[src/rtl/seq_chunk_adder_if.sv]
// Operand/result bundle and start/busy/done handshake for seq_chunk_adder.
// The master side (FP unit controller) issues operands; the slave side is the adder.
interface seq_chunk_adder_if #(
    parameter int WIDTH = 48
) ();
    logic             start;
    logic [WIDTH-1:0] in1;
    logic [WIDTH-1:0] in2;
    logic             cin;
    logic             sub;
    logic             busy;
    logic             done;
    logic [WIDTH-1:0] S;
    logic             Cout;
    logic             ovf;

    modport master (
        output start, in1, in2, cin, sub,
        input  busy, done, S, Cout, ovf
    );

    modport slave (
        input  start, in1, in2, cin, sub,
        output busy, done, S, Cout, ovf
    );
endinterface

[src/rtl/seq_chunk_adder.sv]
// Multi-cycle adder/subtractor: one CHUNK-bit slice per clock, LSB slice first,
// with the inter-slice carry held in a flop so the combinational depth stays at
// CHUNK full-adder stages. Subtraction is A + ~B + 1 (B inverted at accept time).
module seq_chunk_adder #(
    parameter int WIDTH = 48,
    parameter int CHUNK = 8
) (
    input  logic              clk,
    input  logic              rst,
    seq_chunk_adder_if.slave  bus
);
    localparam int NCHUNK = WIDTH / CHUNK;
    localparam int IDX_W  = (NCHUNK > 1) ? $clog2(NCHUNK) : 1;
    localparam logic [WIDTH-1:0] SLICE_MASK = WIDTH'({CHUNK{1'b1}});

    typedef enum logic {IDLE, RUN} state_t;

    state_t           state_q, state_d;
    logic [IDX_W-1:0] idx_q, idx_d;
    logic [WIDTH-1:0] a_q, a_d;
    logic [WIDTH-1:0] b_q, b_d;
    logic             carry_q, carry_d;
    logic [WIDTH-1:0] s_q, s_d;
    logic             cout_q, cout_d;
    logic             ovf_q, ovf_d;
    logic             done_q, done_d;

    logic [31:0]      shamt;
    logic [CHUNK-1:0] a_sl;
    logic [CHUNK-1:0] b_sl;
    logic [CHUNK:0]   sum_sl;
    logic             msb_cin;

    // One CHUNK-bit ripple slice; the top bit of the result is the slice carry-out.
    function automatic logic [CHUNK:0] slice_add(input logic [CHUNK-1:0] a,
                                                 input logic [CHUNK-1:0] b,
                                                 input logic             c);
        return {1'b0, a} + {1'b0, b} + {{CHUNK{1'b0}}, c};
    endfunction

    // Slice datapath plus the IDLE/RUN sequencing and result/flag updates.
    always_comb begin
        state_d = state_q;
        idx_d   = idx_q;
        a_d     = a_q;
        b_d     = b_q;
        carry_d = carry_q;
        s_d     = s_q;
        cout_d  = cout_q;
        ovf_d   = ovf_q;
        done_d  = 1'b0;

        shamt   = 32'(idx_q) * 32'(CHUNK);
        a_sl    = CHUNK'(a_q >> shamt);
        b_sl    = CHUNK'(b_q >> shamt);
        sum_sl  = slice_add(a_sl, b_sl, carry_q);
        // Carry into the top bit of the slice, recovered from sum = a ^ b ^ cin.
        msb_cin = sum_sl[CHUNK-1] ^ a_sl[CHUNK-1] ^ b_sl[CHUNK-1];

        case (state_q)
            IDLE: begin
                if (bus.start) begin
                    a_d     = bus.in1;
                    b_d     = bus.sub ? ~bus.in2 : bus.in2;
                    carry_d = bus.sub ? 1'b1 : bus.cin;
                    idx_d   = '0;
                    state_d = RUN;
                end
            end
            RUN: begin
                s_d     = (s_q & ~(SLICE_MASK << shamt))
                        | (WIDTH'(sum_sl[CHUNK-1:0]) << shamt);
                carry_d = sum_sl[CHUNK];
                idx_d   = idx_q + IDX_W'(1);
                if (idx_q == IDX_W'(NCHUNK - 1)) begin
                    cout_d  = sum_sl[CHUNK];
                    ovf_d   = msb_cin ^ sum_sl[CHUNK];
                    done_d  = 1'b1;
                    idx_d   = '0;
                    state_d = IDLE;
                end
            end
            default: begin
                state_d = IDLE;
            end
        endcase
    end

    // State, operand, carry and result registers; reset aborts any operation in flight.
    always_ff @(posedge clk or posedge rst) begin
        if (rst) begin
            state_q <= IDLE;
            idx_q   <= '0;
            a_q     <= '0;
            b_q     <= '0;
            carry_q <= 1'b0;
            s_q     <= '0;
            cout_q  <= 1'b0;
            ovf_q   <= 1'b0;
            done_q  <= 1'b0;
        end else begin
            state_q <= state_d;
            idx_q   <= idx_d;
            a_q     <= a_d;
            b_q     <= b_d;
            carry_q <= carry_d;
            s_q     <= s_d;
            cout_q  <= cout_d;
            ovf_q   <= ovf_d;
            done_q  <= done_d;
        end
    end

    assign bus.busy = (state_q == RUN);
    assign bus.done = done_q;
    assign bus.S    = s_q;
    assign bus.Cout = cout_q;
    assign bus.ovf  = ovf_q;
endmodule

[src/flat_wrapper.sv]
// flat-port wrapper written by rule: the top's interface ports become plain ports
module seq_chunk_adder_flat 
#(
    parameter int WIDTH = 48,
    parameter int CHUNK = 8
)
  (clk, rst, bus_start, bus_in1, bus_in2, bus_cin, bus_sub, bus_busy, bus_done, bus_S, bus_Cout, bus_ovf);
  seq_chunk_adder_if #(.WIDTH(WIDTH)) bus_i ();
  input  logic clk;
  input  logic rst;
  input wire logic [$bits(bus_i.start)-1:0] bus_start;
  input wire logic [$bits(bus_i.in1)-1:0] bus_in1;
  input wire logic [$bits(bus_i.in2)-1:0] bus_in2;
  input wire logic [$bits(bus_i.cin)-1:0] bus_cin;
  input wire logic [$bits(bus_i.sub)-1:0] bus_sub;
  output wire logic [$bits(bus_i.busy)-1:0] bus_busy;
  output wire logic [$bits(bus_i.done)-1:0] bus_done;
  output wire logic [$bits(bus_i.S)-1:0] bus_S;
  output wire logic [$bits(bus_i.Cout)-1:0] bus_Cout;
  output wire logic [$bits(bus_i.ovf)-1:0] bus_ovf;
  assign bus_i.start = bus_start;
  assign bus_i.in1 = bus_in1;
  assign bus_i.in2 = bus_in2;
  assign bus_i.cin = bus_cin;
  assign bus_i.sub = bus_sub;
  assign bus_busy = bus_i.busy;
  assign bus_done = bus_i.done;
  assign bus_S = bus_i.S;
  assign bus_Cout = bus_i.Cout;
  assign bus_ovf = bus_i.ovf;
  seq_chunk_adder #(.WIDTH(WIDTH), .CHUNK(CHUNK)) u_core (.clk(clk), .rst(rst), .bus(bus_i));
endmodule
[config.mk]
export PLATFORM = sky130hd
export DESIGN_NAME = seq_chunk_adder_flat
export DESIGN_NICKNAME = d
export VERILOG_FILES = /design/src/rtl/seq_chunk_adder_if.sv /design/src/rtl/seq_chunk_adder.sv /design/src/flat_wrapper.sv
export SDC_FILE = /design/constraint.sdc
export NUM_CORES = 1
export LEC_CHECK = 0
export ABC_AREA = 1
export BUFFER_PORTS_ARGS = -buffer_cell sky130_fd_sc_hd__buf_2
export CAP_MARGIN = 15
export CORE_UTILIZATION = 55
export DETAILED_ROUTE_END_ITERATION = 7
export PLACE_DENSITY = 0.9
export SYNTH_ARGS = -nofsm -noshare
export SYNTH_HDL_FRONTEND = slang
export SYNTH_SLANG_ARGS = --single-unit
[constraint.sdc]
create_clock -name clk -period 6.5 [get_ports clk]
set_input_delay 0.65 -clock clk [delete_from_list [all_inputs] [get_ports clk]]
set_output_delay 0.65 -clock clk [all_outputs]
set_load 0.005 [all_outputs]
; After elaboration in Yosys (flattened, before gate mapping)
; Cells that the tools add are included.
[word_totals]
regBits = 152
output_inout_bits = 52
inputBits = 101
[classes]
n_mux = 12
n_eq_ne = 2
reduce_logical = 2
shifts = 4
addsub = 3
bitwise_logic = 8
[op_table]
columns = op, count
row1 = $not A48 Y48, 2
row2 = $shr A48 B6 Y8, 2
row3 = $and A48 B48 Y48, 1
row4 = $mux W48, 1
row5 = $or A48 B48 Y48, 1
row6 = $shl A8 B6 Y48, 1
row7 = $shl A8 B6 Y48 const A, 1
row8 = $add A8 B8 Y9, 1
row9 = $add A9 B1 Y9, 1
row10 = $mux W1, 6
row11 = $mux W3, 2
row12 = $pmux W3 S2, 1
row13 = $pmux W1 S2, 2
row14 = $reduce_and A2 Y1, 2
row15 = $add A3 B1 Y3 const B, 1
row16 = $eq A3 B3 Y1 const B, 1
row17 = $xor A1 B1 Y1, 3
row18 = $ne A2 B2 Y1 const B, 1
row19 = $not A1 Y1, 1

; Longest topological paths before layout
[logic_depth]
word_depth = 6
mapped_depth = 21

; Worst setup path after synthesis
; No wires, ideal clock.
[synth_timing]
path_type = flip-flop to flip-flop
startpoint = reg u_core.idx_q[2]
endpoint = reg u_core.ovf_q (netlist: u_core.bus.ovf)
path_stages_with_launch = 15
path_slack_ns = 3.871
arrival_ns = 2.511
cell_sequence = dfrtp_1 inv_1 buf_2 buf_1 nand2_1 nand2_1 fa_1 inv_1 fa_1 o21ai_0 a21oi_1 inv_1 nand3_1 nand3_1 nand2_1
[synth_via]
elab_chain_len = 6
[synth_rtl]
columns = item, line_no
row1 = start: declaration, seq_chunk_adder.sv:19  ; logic [IDX_W-1:0] idx_q, idx_d;
row2 = start signal: assignment, seq_chunk_adder.sv:103  ; idx_q <= idx_d;
row3 = $shr A48 B6 Y8 (on tied branches), "seq_chunk_adder.sv:54, seq_chunk_adder.sv:55"
row4 = $add A8 B8 Y9, seq_chunk_adder.sv:38  ; return {1'b0, a} + {1'b0, b} + {{CHUNK{1'b0}}, c};
row5 = $add A9 B1 Y9, seq_chunk_adder.sv:38
row6 = $xor A1 B1 Y1 (2 in series), seq_chunk_adder.sv:58  ; msb_cin = sum_sl[CHUNK-1] ^ a_sl[CHUNK-1] ^ b_sl[CHUNK-1];
row7 = $xor A1 B1 Y1, seq_chunk_adder.sv:77  ; ovf_d = msb_cin ^ sum_sl[CHUNK];
row8 = end signal: assignment, seq_chunk_adder.sv:109  ; ovf_q <= ovf_d;
row9 = end: declaration, seq_chunk_adder.sv:25  ; logic ovf_q, ovf_d;
; Parallel ways exist; a longest one is shown, timed or not.
; A chain may end at the register's enable or synchronous reset.

; Worst setup path in the final report
[layout_timing]
startpoint = reg u_core.idx_q[0]
endpoint = reg u_core.s_q[38] (netlist: u_core.bus.S[38])
[layout_via]
elab_chain_len = 5
[layout_rtl]
columns = item, line_no
row1 = $shr A48 B6 Y8 (on tied branches), "seq_chunk_adder.sv:54, seq_chunk_adder.sv:55"
row2 = $add A8 B8 Y9, seq_chunk_adder.sv:38
row3 = $add A9 B1 Y9, seq_chunk_adder.sv:38
row4 = $shl A8 B6 Y48, seq_chunk_adder.sv:72  ; | (WIDTH'(sum_sl[CHUNK-1:0]) << shamt);
row5 = $or A48 B48 Y48 *, seq_chunk_adder.sv:72
row6 = end signal: assignment, seq_chunk_adder.sv:97  ; s_q <= '0;
row7 = end signal: assignment, seq_chunk_adder.sv:107  ; s_q <= s_d;
row8 = end: declaration, seq_chunk_adder.sv:23  ; logic [WIDTH-1:0] s_q, s_d;
; Every way passes the cells marked *; elsewhere a longest branch is shown, timed or not.

==> flow_metrics.env <==
export IMPL_netlist_cell_type_count=40
export IMPL_vias_in_the_first_global_route=5930
export IMPL_wl_per_cell_um=15.58
export IMPL_critical_path_endpoint_category="register"
export IMPL_max_clock_freq_mhz=263.2
export IMPL_antenna_left=0
export IMPL_power_density_mw_per_mm2=575.1
export IMPL_top_signal_layer_used="met4"
export IMPL_dieWidth_um=116.7
export IMPL_globalRouteOverflowTotal=0
export IMPL_grt_setup_unrepaired="no"
export IMPL_max_clock_path_buffers=2
export IMPL_drt_initial_drc_count=558
export IMPL_io_buffers=152
export IMPL_nets=1089
export IMPL_n_antenna_cell=0
export IMPL_drive_above_1_share_pct=21.90
export IMPL_netlist_top_cells_count="sky130_fd_sc_hd__nand2_1, sky130_fd_sc_hd__dfrtp_1, sky130_fd_sc_hd__o21ai_0"
export IMPL_ys_warnings_count=0
export IMPL_clk_tree_root_cell="sky130_fd_sc_hd__clkbuf_16"
export IMPL_final_setup_viol_count=0
export IMPL_met3RoutedLength_um=1130
export IMPL_outcome="finished clean"
export IMPL_netlist_instances=846
export IMPL_synth_area_leaders="sky130_fd_sc_hd__dfrtp_1, sky130_fd_sc_hd__nand2_1, sky130_fd_sc_hd__xnor2_1"
export IMPL_post_route_period_util_pct=58.46
export IMPL_period_minus_slack_ps=3800
export IMPL_slew_headroom_pct=30.02
export IMPL_fp_dieArea_mm2=0.01363
export IMPL_ys_ff_latch=152
export IMPL_total_half_perimeter_wirelength_after_legalization_and_detailed_placement_um=12530
export IMPL_postCtsHoldBufs=0
export IMPL_synthMuxAreaShare_pct=0
export IMPL_number_of_post_cts_setup_repair_buffers=0
export IMPL_clock_tree_htree_level_count=4
export IMPL_critical_path_startpoint_type="register"
export IMPL_synthAdderAreaFrac_pct=1.936
export IMPL_totalNegativeSetupSlack_ps=0
export IMPL_cp_required_ps=6780
export IMPL_antenna_found_initial=0
export IMPL_drcViolationCount=0
export IMPL_static_leakage_power_nw=4.409
export IMPL_final_cell_area_mm2=0.008606
export IMPL_initial_utilization_pct=56.90
export IMPL_cts_repair_resized=0
export IMPL_path_cells="inv_2, nor2_4, inv_2, nor2_2, a22oi_1, nand2_1, fa_1, inv_1, fa_1, o31ai_1, xnor2_1, o21ai_0"
export IMPL_synth_compound_gate_area_share_pct=11.70
export IMPL_synth_flop_cell="sky130_fd_sc_hd__dfrtp_1"
export IMPL_number_of_failing_hold_endpoints_at_the_final_stage=0
export IMPL_top_level_ports=153
export IMPL_worstMarginPinSlew_ps=1050
export IMPL_portion_of_the_post_synthesis_area_used_by_sequential_elements_pct=52.54
export IMPL_synth_enable_flop_cells=0
export IMPL_grt_max_degree=86
export IMPL_synth_xor_area_share_pct=6.412
export IMPL_fill_cells=1019
export IMPL_clk_pin_slew_worst_paths_ps=60
export IMPL_clock_insertion_delay_worst_skew_ps=430
export IMPL_max_slew_violation_total_from_the_final_report=0
export IMPL_track_usage_pct=27.99
export IMPL_path_max_fanout=22
export IMPL_first_pass_iteration_count_of_the_detailed_router=5
export IMPL_multiInputGateArea_mm2=0.003064
export IMPL_area_occupied_by_registers_mm2=0.003804
export IMPL_cts_tree="done"
export IMPL_top_cell_type_s_share_of_synthesized_area_pct=52.54
export IMPL_worst_endpoint_arrival_ps=4080
export IMPL_met2_length_um=8605
export IMPL_met1Wirelength_um=8050
export IMPL_maxCapViolations=0
export IMPL_post_synth_instance_area_mm2=0.007239
export IMPL_grt_pass1_wl_um=28720
export IMPL_critical_path_top_delay_family="simple AND/OR/NAND/NOR gates"
export IMPL_clock_skew_ps=10.03
export IMPL_max_vdd_ir_drop_uv=351.0
export IMPL_critPathSlowestCell="sky130_fd_sc_hd__dfrtp_1"
export IMPL_route_detailed_vias_per_inst=5.390
export IMPL_cp_num_cells=12
export IMPL_critical_path_max_stage_delay_ps=570
export IMPL_fraction_of_the_mapped_netlist_area_in_simple_logic_gates_pct=22.21
export IMPL_ys_async_sr_fraction_pct=100.0
export IMPL_gp_congestion=0.8843
export IMPL_cts_made_buffers=17
export IMPL_synthMostInstantiatedCell="sky130_fd_sc_hd__nand2_1"
export IMPL_path_class="register to register"
export IMPL_min_delay_path_class="primary input to asynchronous set/reset pin"
export IMPL_core_rowCount=41
export IMPL_vias=6268
export IMPL_numClockSinks=152
export IMPL_core_mm2=0.01272
export IMPL_total_nets_after_synthesis=957
export IMPL_post_synth_cell_area_avg_um2=8.557
export IMPL_layout_area_overhead_vs_synth_pct=18.87
export IMPL_crit_buf_inv=3
export IMPL_die_span_in_y_um=116.7
export IMPL_wl_um=18120
export IMPL_synth_largest_area_cell="sky130_fd_sc_hd__dfrtp_1"
export IMPL_largest_family_of_logic_cells_by_synthesized_area="simple AND/OR/NAND/NOR gates"
export IMPL_worst_r2r_cell_count=12
export IMPL_postPlaceCellArea_mm2=0.008038
## final timing paths
kind                                     to             from  slack, ps
min in group clk              u_core.a_q[4]       bus_in1[4]        430
setup reg to reg           u_core.bus.S[38]  u_core.idx_q[0]       2700
hold / removal                u_core.a_q[5]              rst        300
setup / recovery           u_core.bus.S[38]  u_core.idx_q[0]       2700
hold reg to reg              u_core.a_q[47]   u_core.a_q[47]        480
max in group asynchronous    u_core.a_q[42]              rst       4730
## state kept, by name, summed over array words and instances (netlist names)
| signal | count |
|---|---|
| u_core.a_q | 48 |
| u_core.b_q | 48 |
| u_core.bus.S | 48 |
| u_core.idx_q | 3 |
| u_core.bus.Cout | 1 |
| u_core.bus.busy | 1 |
| u_core.bus.done | 1 |
| u_core.bus.ovf | 1 |
| u_core.carry_q | 1 |
## power breakdown
group	switching, mW	internal, mW
clock	0.422	0.537
sequential	0.320	1.41
combinational	1.48	0.781
total	2.22	2.73
## metal layers
layer,up-vias,track usage (%)
met1,2982,38.28
met2,267,45.29
met3,28,5.345
li1,2991,-
met4,0,8.945
met5,-,0
## placed cells by master (no fill, tap or decap), types with 2 or more instances in the layout
master,instances
sky130_fd_sc_hd__nand3_1,34
sky130_fd_sc_hd__inv_2,12
sky130_fd_sc_hd__clkinv_4,2
sky130_fd_sc_hd__a22oi_1,22
sky130_fd_sc_hd__clkinvlp_4,3
sky130_fd_sc_hd__fa_1,2
sky130_fd_sc_hd__inv_6,7
sky130_fd_sc_hd__a221oi_1,2
sky130_fd_sc_hd__buf_4,5
sky130_fd_sc_hd__dfrtp_1,152
sky130_fd_sc_hd__nor2_4,3
sky130_fd_sc_hd__inv_1,26
sky130_fd_sc_hd__nor2_1,11
sky130_fd_sc_hd__nand3_2,3
sky130_fd_sc_hd__xnor2_1,52
sky130_fd_sc_hd__clkinv_2,2
sky130_fd_sc_hd__o21ai_1,48
sky130_fd_sc_hd__o221ai_2,2
sky130_fd_sc_hd__buf_2,152
sky130_fd_sc_hd__a21oi_1,5
sky130_fd_sc_hd__nor2_2,2
sky130_fd_sc_hd__o21ai_0,56
sky130_fd_sc_hd__nand2_2,2
sky130_fd_sc_hd__clkbuf_16,17
sky130_fd_sc_hd__ha_1,8
sky130_fd_sc_hd__nand2_1,342
## cells by family (layout without fill, tap and decap cells)
group / after synthesis / count (layout)
AND/OR/NAND/NOR: 401 / 401
flip-flops: 152 / 152
AO/OA/AOI/OAI: 146 / 146
buffers and inverters: 84 / 229
XOR/XNOR: 53 / 53
adder cells (fa/ha/maj): 10 / 10
## stage by stage
| step | std cells | worst slack (ps) | util [%] | power (mW) | hold slack [ps] |
|---|---|---|---|---|---|
| after floorplan | 846 | 1757 | - | 3.238 | 442.2 |
| after global placement | 1131 | 2980 | 63.18 | 3.822 | 456.0 |
| after detailed placement | 1131 | 2850 | 63.18 | 3.922 | 459.0 |
| after CTS | 1163 | 2767 | 67.64 | 4.914 | 326.1 |
| after global routing | 1163 | 2408 | 67.64 | 5.307 | 355.2 |
| final | 1163 | 2700 | 67.64 | 4.949 | 295.8 |
## area by class of cell
type | count | share of cell area (%)
flip-flops and latches | 152 | 44.20
multi-input cells | 610 | 35.61
repair buffers | 157 | 9.276
clock buffers | 18 | 4.987
well taps | 172 | 2.501
inverters | 40 | 1.817
clock inverters | 14 | 1.614
## worst register-to-register path, delay by kind of cell, from the launching register on
kind	cells	cell delay, ps
DFF	1	570
adders and majority gates	2	630
and+or+nand+nor	3	1100
buffers and inverters	3	480
AOI/OAI and AO/OA	3	590
xor gates and xnor gates	1	300
(Power assumes the default switching activity.)
